<file path="config.mk">
export PLATFORM = sky130hd
export DESIGN_NAME = if_fetch_unit
export DESIGN_NICKNAME = d
export VERILOG_FILES = /design/src/rtl/if_fetch_unit_pkg.sv /design/src/rtl/if_fetch_unit_fetch_fifo.sv /design/src/rtl/if_fetch_unit.sv
export SDC_FILE = /design/constraint.sdc
export NUM_CORES = 1
export LEC_CHECK = 0
export BUFFER_PORTS_ARGS = -buffer_cell sky130_fd_sc_hd__buf_2
export CORE_ASPECT_RATIO = 1.4
export CORE_MARGIN = 2
export CORE_UTILIZATION = 38
export DETAILED_ROUTE_END_ITERATION = 8
export MAX_ROUTING_LAYER = met4
export PLACE_DENSITY = 0.61
export SLEW_MARGIN = 20
export SYNTH_ARGS = -nofsm -noshare
export SYNTH_HDL_FRONTEND = slang
export SYNTH_HIERARCHICAL = 1
export SYNTH_SLANG_ARGS = --single-unit
</file>
<file path="constraint.sdc">
create_clock -name clk -period 2.25 [get_ports clk]
set_input_delay 0 -clock clk [delete_from_list [all_inputs] [get_ports clk]]
set_output_delay 0 -clock clk [all_outputs]
set_load 0.02 [all_outputs]
</file>
<file path="src/rtl/if_fetch_unit_pkg.sv">
// if_fetch_unit_pkg: shared reset values, FSM encoding and FIFO entry type for the fetch unit.
package if_fetch_unit_pkg;
  localparam logic [63:0] RESET_PC_DEF = 64'h8000_0000;
  localparam logic [31:0] NOP_INSTR_DEF = 32'h0000_0013;
  typedef enum logic [1:0] {S_IDLE, S_REQ, S_WAIT, S_DRAIN} fetch_state_e;
  typedef struct packed {
    logic [63:0] pc;
    logic [31:0] instr;
  } fetch_entry_t;
endpackage

</file>
<file path="src/rtl/if_fetch_unit_fetch_fifo.sv">
// fetch_fifo: 2-entry {pc, instr} queue with push, pop, flush and occupancy count.
module fetch_fifo
  import if_fetch_unit_pkg::*;
(
  input  logic         clk,
  input  logic         rst_n,
  input  logic         push,
  input  logic         pop,
  input  logic         flush,
  input  fetch_entry_t din,
  output fetch_entry_t head,
  output logic [1:0]   count
);
  fetch_entry_t mem_q [2];
  fetch_entry_t mem_d [2];
  logic rd_q, rd_d, wr_q, wr_d;
  logic [1:0] cnt_q, cnt_d;
  always_comb begin
    mem_d = mem_q;
    if (push) mem_d[wr_q] = din;
    wr_d = flush ? 1'b0 : wr_q ^ push;
    rd_d = flush ? 1'b0 : rd_q ^ pop;
    cnt_d = flush ? 2'd0 : cnt_q + {1'b0, push} - {1'b0, pop};
  end
  always_ff @(posedge clk or negedge rst_n) begin
    if (!rst_n) begin
      mem_q <= '{default: '0};
      rd_q <= 1'b0;
      wr_q <= 1'b0;
      cnt_q <= 2'd0;
    end else begin
      mem_q <= mem_d;
      rd_q <= rd_d;
      wr_q <= wr_d;
      cnt_q <= cnt_d;
    end
  end
  assign head = mem_q[rd_q];
  assign count = cnt_q;
endmodule

</file>
<file path="src/rtl/if_fetch_unit.sv">
// if_fetch_unit: instruction fetch with one outstanding imem request and a 2-entry output FIFO.
module if_fetch_unit
  import if_fetch_unit_pkg::*;
#(
  parameter logic [63:0] RESET_PC = RESET_PC_DEF,
  parameter logic [31:0] NOP_INSTR = NOP_INSTR_DEF
)(
  input  logic        clk,
  input  logic        rst_n,
  input  logic        stall_i,
  input  logic        redirect_i,
  input  logic [63:0] redirect_pc_i,
  output logic        imem_req_o,
  output logic [63:0] imem_addr_o,
  input  logic        imem_gnt_i,
  input  logic        imem_rvalid_i,
  input  logic [31:0] imem_rdata_i,
  output logic [63:0] pc_o,
  output logic [31:0] instr_o,
  output logic        valid_o
);
  fetch_state_e state_q, state_d;
  logic [63:0] fetch_pc_q, fetch_pc_d, req_pc_q, req_pc_d, last_pc_q, last_pc_d;
  logic [1:0] count;
  logic push, pop, b2b, grant;
  fetch_entry_t head, push_entry;

  fetch_fifo u_fifo (
    .clk   (clk),
    .rst_n (rst_n),
    .push  (push),
    .pop   (pop),
    .flush (redirect_i),
    .din   (push_entry),
    .head  (head),
    .count (count)
  );

  assign push_entry = {req_pc_q, imem_rdata_i};
  assign valid_o = count != 2'd0;
  assign pop = valid_o && !stall_i;
  assign pc_o = valid_o ? head.pc : last_pc_q;
  assign instr_o = valid_o ? head.instr : NOP_INSTR;
  assign imem_addr_o = fetch_pc_q;
  assign push = state_q == S_WAIT && imem_rvalid_i && !redirect_i;
  // Back-to-back request only if the FIFO still has room once this response lands.
  assign b2b = push && (count == 2'd0 || (count == 2'd1 && pop));
  assign imem_req_o = state_q == S_REQ || b2b;
  assign grant = imem_req_o && imem_gnt_i;

  always_comb begin
    fetch_pc_d = grant ? fetch_pc_q + 64'd4 : fetch_pc_q;
    req_pc_d = grant ? fetch_pc_q : req_pc_q;
    last_pc_d = pop ? head.pc : last_pc_q;
    state_d = state_q;
    case (state_q)
      S_IDLE:  state_d = count < 2'd2 ? S_REQ : S_IDLE;
      S_REQ:   state_d = grant ? S_WAIT : S_REQ;
      S_WAIT:  state_d = !imem_rvalid_i ? S_WAIT : !b2b ? S_IDLE : grant ? S_WAIT : S_REQ;
      default: state_d = imem_rvalid_i ? S_REQ : S_DRAIN;
    endcase
    // A response still in flight after a redirect is stale and must be drained.
    if (redirect_i) begin
      fetch_pc_d = {redirect_pc_i[63:2], 2'b00};
      state_d = (grant || ((state_q == S_WAIT || state_q == S_DRAIN) && !imem_rvalid_i)) ? S_DRAIN : S_REQ;
    end
  end

  always_ff @(posedge clk or negedge rst_n) begin
    if (!rst_n) begin
      state_q <= S_IDLE;
      fetch_pc_q <= RESET_PC;
      req_pc_q <= '0;
      last_pc_q <= RESET_PC;
    end else begin
      state_q <= state_d;
      fetch_pc_q <= fetch_pc_d;
      req_pc_q <= req_pc_d;
      last_pc_q <= last_pc_d;
    end
  end
endmodule

</file>
; ---- Word level (Yosys, flattened, before mapping)
; Cells that the tools add are included.
[totals]
in_bits = 102
out_inout_bits = 162
ff_bits = 390
word_cells = 66
[op_classes]
n_eq_ne = 4
reduce_logical = 19
addsub = 3
n_lt_le_gt_ge = 4
bitwise = 4
muxes = 21
[ops]
columns = op, count
row1 = 2-to-1 mux 96 bit, 4
row2 = bitwise mux 192 bit, 1
row3 = 2-to-1 mux 64 bit, 3
row4 = demux 96 bit (select 1 bit), 1
row5 = adder 64 x 3 -> 64 bit (second input constant), 1
row6 = 2-to-1 mux 32 bit, 1
row7 = 2-to-1 mux 2 bit, 7
row8 = logical AND 1 bit, 8
row9 = case mux 2 bit (3 select lines), 1
row10 = equality test 2 x 1 -> 1 bit (second input constant), 2
row11 = equality test 2 bit (second input constant), 2
row12 = >= comparator 2 bit (second input constant), 2
row13 = zero test 2 bit, 2
row14 = logical OR 1 bit, 4
row15 = inverter 1 -> 2 bit, 2
row16 = nonzero test 2 bit, 2
row17 = zero test 1 bit, 3
row18 = 2-to-1 mux 1 bit, 3
row19 = adder 2 x 1 -> 2 bit, 1
row20 = less-than comparator 2 x 1 -> 1 bit (second input constant), 1
row21 = less-than comparator 2 bit (second input constant), 1
row22 = subtractor 2 x 1 -> 2 bit, 1
row23 = XOR 1 bit, 2

; ---- Longest topological paths before layout
[depth]
word_depth = 12
ltp_mapped = 10
depth_no_buf = 9

; ---- By module
; The synthesis kept the hierarchy.
[by_module_without_submodules]
columns = mod, cells_each, area_each_um2, instances, seq_area_each_um2
row1 = if_fetch_unit, 966, 9445.3, 1, 4757.1
row2 = fetch_fifo, 530, 8942.3, 1, 4904.7

; ---- Least setup slack after synthesis
; No wires, ideal clock.
[synth_timing]
path_kind = register to register
from = register fetch_pc_q[15], in the netlist imem_addr_o[15]
to = register fetch_pc_q[57], in the netlist imem_addr_o[57]
setup_ps = 82
synth_period_minus_slack_ps = 2387
setup_slack_ps = -137
n_path_buf = 2
t_arrival_ps = 2306
stages_incl_launch_ff = 8
cell_sequence = dfrtp_1 clkbuf_2 and4_1 nand4_4 or4_1 buf_2 or4_1 a31oi_1
[synth_via]
elab_chain_cells = 3
[synth_rtl]
columns = item, line_no
row1 = start: declaration, if_fetch_unit.sv:23  ; logic [63:0] fetch_pc_q, fetch_pc_d, req_pc_q, req_pc_d, last_pc_q, last_pc_d;
row2 = start signal: assignment, if_fetch_unit.sv:77  ; fetch_pc_q <= fetch_pc_d;
row3 = adder 64 x 3 -> 64 bit, if_fetch_unit.sv:52  ; fetch_pc_d = grant ? fetch_pc_q + 64'd4 : fetch_pc_q;
row4 = 2-to-1 mux 64 bit, if_fetch_unit.sv:52
row5 = 2-to-1 mux 64 bit, if_fetch_unit.sv:63  ; if (redirect_i) begin
; No other way between the ends. The select of a mux whose other input is x is not followed.
; A chain may end at the register's enable or synchronous reset.

; ---- Worst setup path in the final report
[layout_timing]
from = register fetch_pc_q[31], in the netlist imem_addr_o[31]
to = register fetch_pc_q[55], in the netlist imem_addr_o[55]
; Same word-level chain as after synthesis.

==> flow_summary_export.csv <==
group,metric,value,unit
run_status,status,"complete, but fails checks",
run_status,violations,"negative setup slack",
power_and_ir_drop,p_clk_share,23.8,%
power_and_ir_drop,switching_share,35.18,%
global_routing,grt_pass1_vias,13960,
critical_path,cp_slowest_cell,"or4_4",
cells_and_area,layout-drive-gt1-share,46.32,%
placed_design,place.gp.congestion,0.8272,
critical_path,critPathMostFrequentCell,"buf_4",
sta,worst_clock_skew,0.01941,ns
critical_path,cp_cell_sequence,"and4_4 > buf_6 > nand4_1 > buf_4 > or4_4 > buf_4 > o21ai_2 > a31oi_1",
power_and_ir_drop,leakagePower,11.41,nW
cts,clock_latency,0.56,ns
global_routing,grt_max_degree,78,
critical_path,worstSetupEndpointType,"flop",
sta,setup_ws,-0.1026,ns
synthesis,synth.distinct_cells,45,
synthesis,avgSynthCellArea,12.29,µm²
die,core-area,47900,µm²
cells_and_area,final_nets,2047,
synthesis,syn_area,18390,µm²
synthesis,ys.flop_type,"dfrtp_1",
power_and_ir_drop,p_int,0.01753,W
synthesis,ys_seq_elements,386,
power_and_ir_drop,p_seq_share,36.8,%
cells_and_area,area_delta_synth_final,29.63,%
synthesis,netlist_instances,1496,
placed_design,io_buffers,259,
placed_design,hpwl,33910,µm
die,core.rowCount,95,
power_and_ir_drop,ir_worst_vdd,0.0007746,V
synthesis,yosys.area.top_type_share,52.26,%
sta,slew_headroom,54.72,%
routing,viasPerCell,5.053,
critical_path,worstPathMaxFanout,6,
routing,wirelength,51220,µm
critical_path,cp_num_buf_inv,3,
synthesis,ys_async_sr_fraction,100.0,%
sta,fmax,425.1,MHz
critical_path,crit_family,"simple AND/OR/NAND/NOR gates",
run,cap_viol_max_count,0,
global_routing,antenna_found_initial,7,
die,die_height,264.3,µm
synthesis,synth_area_leader_cell,"dfrtp_1",
global_routing,grt_pass1_wl,79340,µm
sta,min_period_over_period,104.6,%
routing,drtIter0Drc,631,
routing,drtAntennaViolNets,0,
cts,cts_tree,"done",
sta,rsz0062_at_grt,"yes",
die,io-pin-count,264,
power_and_ir_drop,finalPower,0.02705,W
critical_path,startpoint_type,"flop",
cts,clk_pin_slew,0.06,ns
synthesis,synth_area_leaders,"dfrtp_1 (52%), mux2_2 (18%), mux2_4 (9.0%), nand2_1 (5.2%), o21ai_0 (1.5%)",
routing,num_vias,13180,
hold_path,hp-class,"input port to asynchronous set/reset pin",
power_and_ir_drop,power_density,1135,nW/µm²
synthesis,synth-edff-count,0,
cts,clock_path_buffers,3,
critical_path,arrival,2.74,ns
routing,drc,0,
synthesis,synth_seq_area_share,52.54,%
cts,numCtsBuffers,40,
sta,worstMarginPinSlew,0.6792,ns
critical_path,slowest_delay,0.57,ns
sta,finalSetupTns,-0.8959,ns
critical_path,required,2.64,ns
die,die_x,189.9,µm
cts,htree_num_levels,2,
power_and_ir_drop,p_comb_share,39.4,%
sta,hold_violations,0,
critical_path,criticalPathCategory,"flop to flop",
sta,finalSetupViolCount,18,
routing,wire_per_inst,19.63,µm
global_routing,grt_usage,20.74,%
routing,drtPass1Iterations,5,
synthesis,yosysMostFrequentCell,"dfrtp_1",
cts,cts-root-buf,"clkbuf_16",
sta,fin_crit,2.353,ns
sta,report.final.slew_viol_count,0,
synthesis,ys_top_cells_by_count,"dfrtp_1 (384), mux2_2 (302), nand2_1 (254)",
die,fp.dieArea,50190,µm²
power_and_ir_drop,p_sw,0.009514,W
cts,clock-sinks,386,
synthesis,yosysWarnings,6,
die,start_util,38.39,%
global_routing,overflow,0,
[registers in the layout (all words and copies together), names as in the netlist]
name / cells
u_fifo/wr_q: 1
imem_addr_o: 62
u_fifo/mem_q: 192
last_pc_q: 64
u_fifo/count: 2
u_fifo/rd_q: 1
state_q: 2
req_pc_q: 62
[power by group through the flow]
stage | clock [W] | sequential [W] | combinational, W
2_1_floorplan | 0 | 0.00990 | 0.00689
3_3_place_gp | 0 | 0.00997 | 0.0101
3_5_place_dp | 0 | 0.0101 | 0.0102
4_1_cts | 0.00666 | 0.00996 | 0.0107
5_1_grt | 0.00692 | 0.0102 | 0.0114
6_report | 0.00644 | 0.00996 | 0.0106
[logic make-up after synthesis]
logic type               after synthesis  synth area share (%)
XOR/XNOR                              37                 1.837
AO/OA/AOI/OAI                         96                 2.960
flip-flops                           386                 52.54
multiplexers                         413                 27.53
other                                  1               0.02039
AND/OR/NAND/NOR                      450                 11.62
buffers and inverters                108                 3.150
adder cells (fa/ha/maj)                5                0.3402
[path summary, 6_finish.rpt]
path | slack, ns | start | depth (start not counted) | to
max | -0.10 | imem_addr_o[31] | 8 | imem_addr_o[55]
min | 0.01 | rst_n | 2 | u_fifo/mem_q[57]
max reg2reg | -0.10 | imem_addr_o[31] | 8 | imem_addr_o[55]
min reg2reg | 0.47 | last_pc_q[31] | 2 | last_pc_q[31]
max in group asynchronous | 1.33 | rst_n | 3 | u_fifo/mem_q[25]
min in group clk | 0.13 | stall_i | 5 | last_pc_q[31]
[what timing repair did]
action                     4_1_cts  5_1_grt
hold endpoints to repair       436        0
gates cloned                     5        1
gates resized for setup         15       31
pin swaps                       29       12
hold buffers                   100        0
setup buffers                   12        3
setup endpoints to repair       36       60
[final cells by class]
cell class	instances	area, µm²
fillers	4289	24070
flip-flops and latches	386	9684
multi-input cells	1009	8348
repair buffers	491	3679
clock buffers	58	1119
well taps	630	788.3
clock inverters	15	152.6
inverters	12	45.04
diodes	8	20.02
[layer usage]
metal,wire length (µm),GRT usage [%]
met5,0,-
met4,1377,6.411
met3,2424,3.414
met2,26350,36.31
met1,21070,24.26
[layout by cell type (no fill, tap or decap), drive strengths merged, types with 3 or more instances in the layout]
cell type and instances:
diode 8, inv 14, o21ai 55, nor4 19
nor2 35, xnor2 30, ha 5, dfrtp 384
clkinvlp 3, bufbuf 3, and3 6, xor2 6
and2 31, clkinv 9, a21oi 3, nand2 254
o31ai 9, a31oi 27, or3 17, dlygate4sd3 100
mux2 412, nor3 8, clkbuf 59, or4 18
nand3b 3, nand4 17, buf 387, nand2b 4
nand3 20, conb 6, and4 8, nor2b 3
[metrics by stage]
| stage | std cells | hold slack, ns | worst slack [ns] | utilization (%) | area, µm² |
|---|---|---|---|---|---|
| after floorplan | 1501 | -0.2956 | -0.01642 | - | 18450 |
| after global placement | 2407 | 0.04512 | -0.06108 | 44.12 | 21140 |
| after detailed placement | 2407 | 0.04517 | -0.1190 | 44.12 | 21140 |
| after CTS | 2597 | 0.05285 | -0.06082 | 49.45 | 23690 |
| after global routing | 2608 | 0.07872 | -0.1476 | 49.75 | 23830 |
| final | 2609 | 0.01329 | -0.1026 | 49.76 | 23840 |
Power figures use the tool's default switching activity.
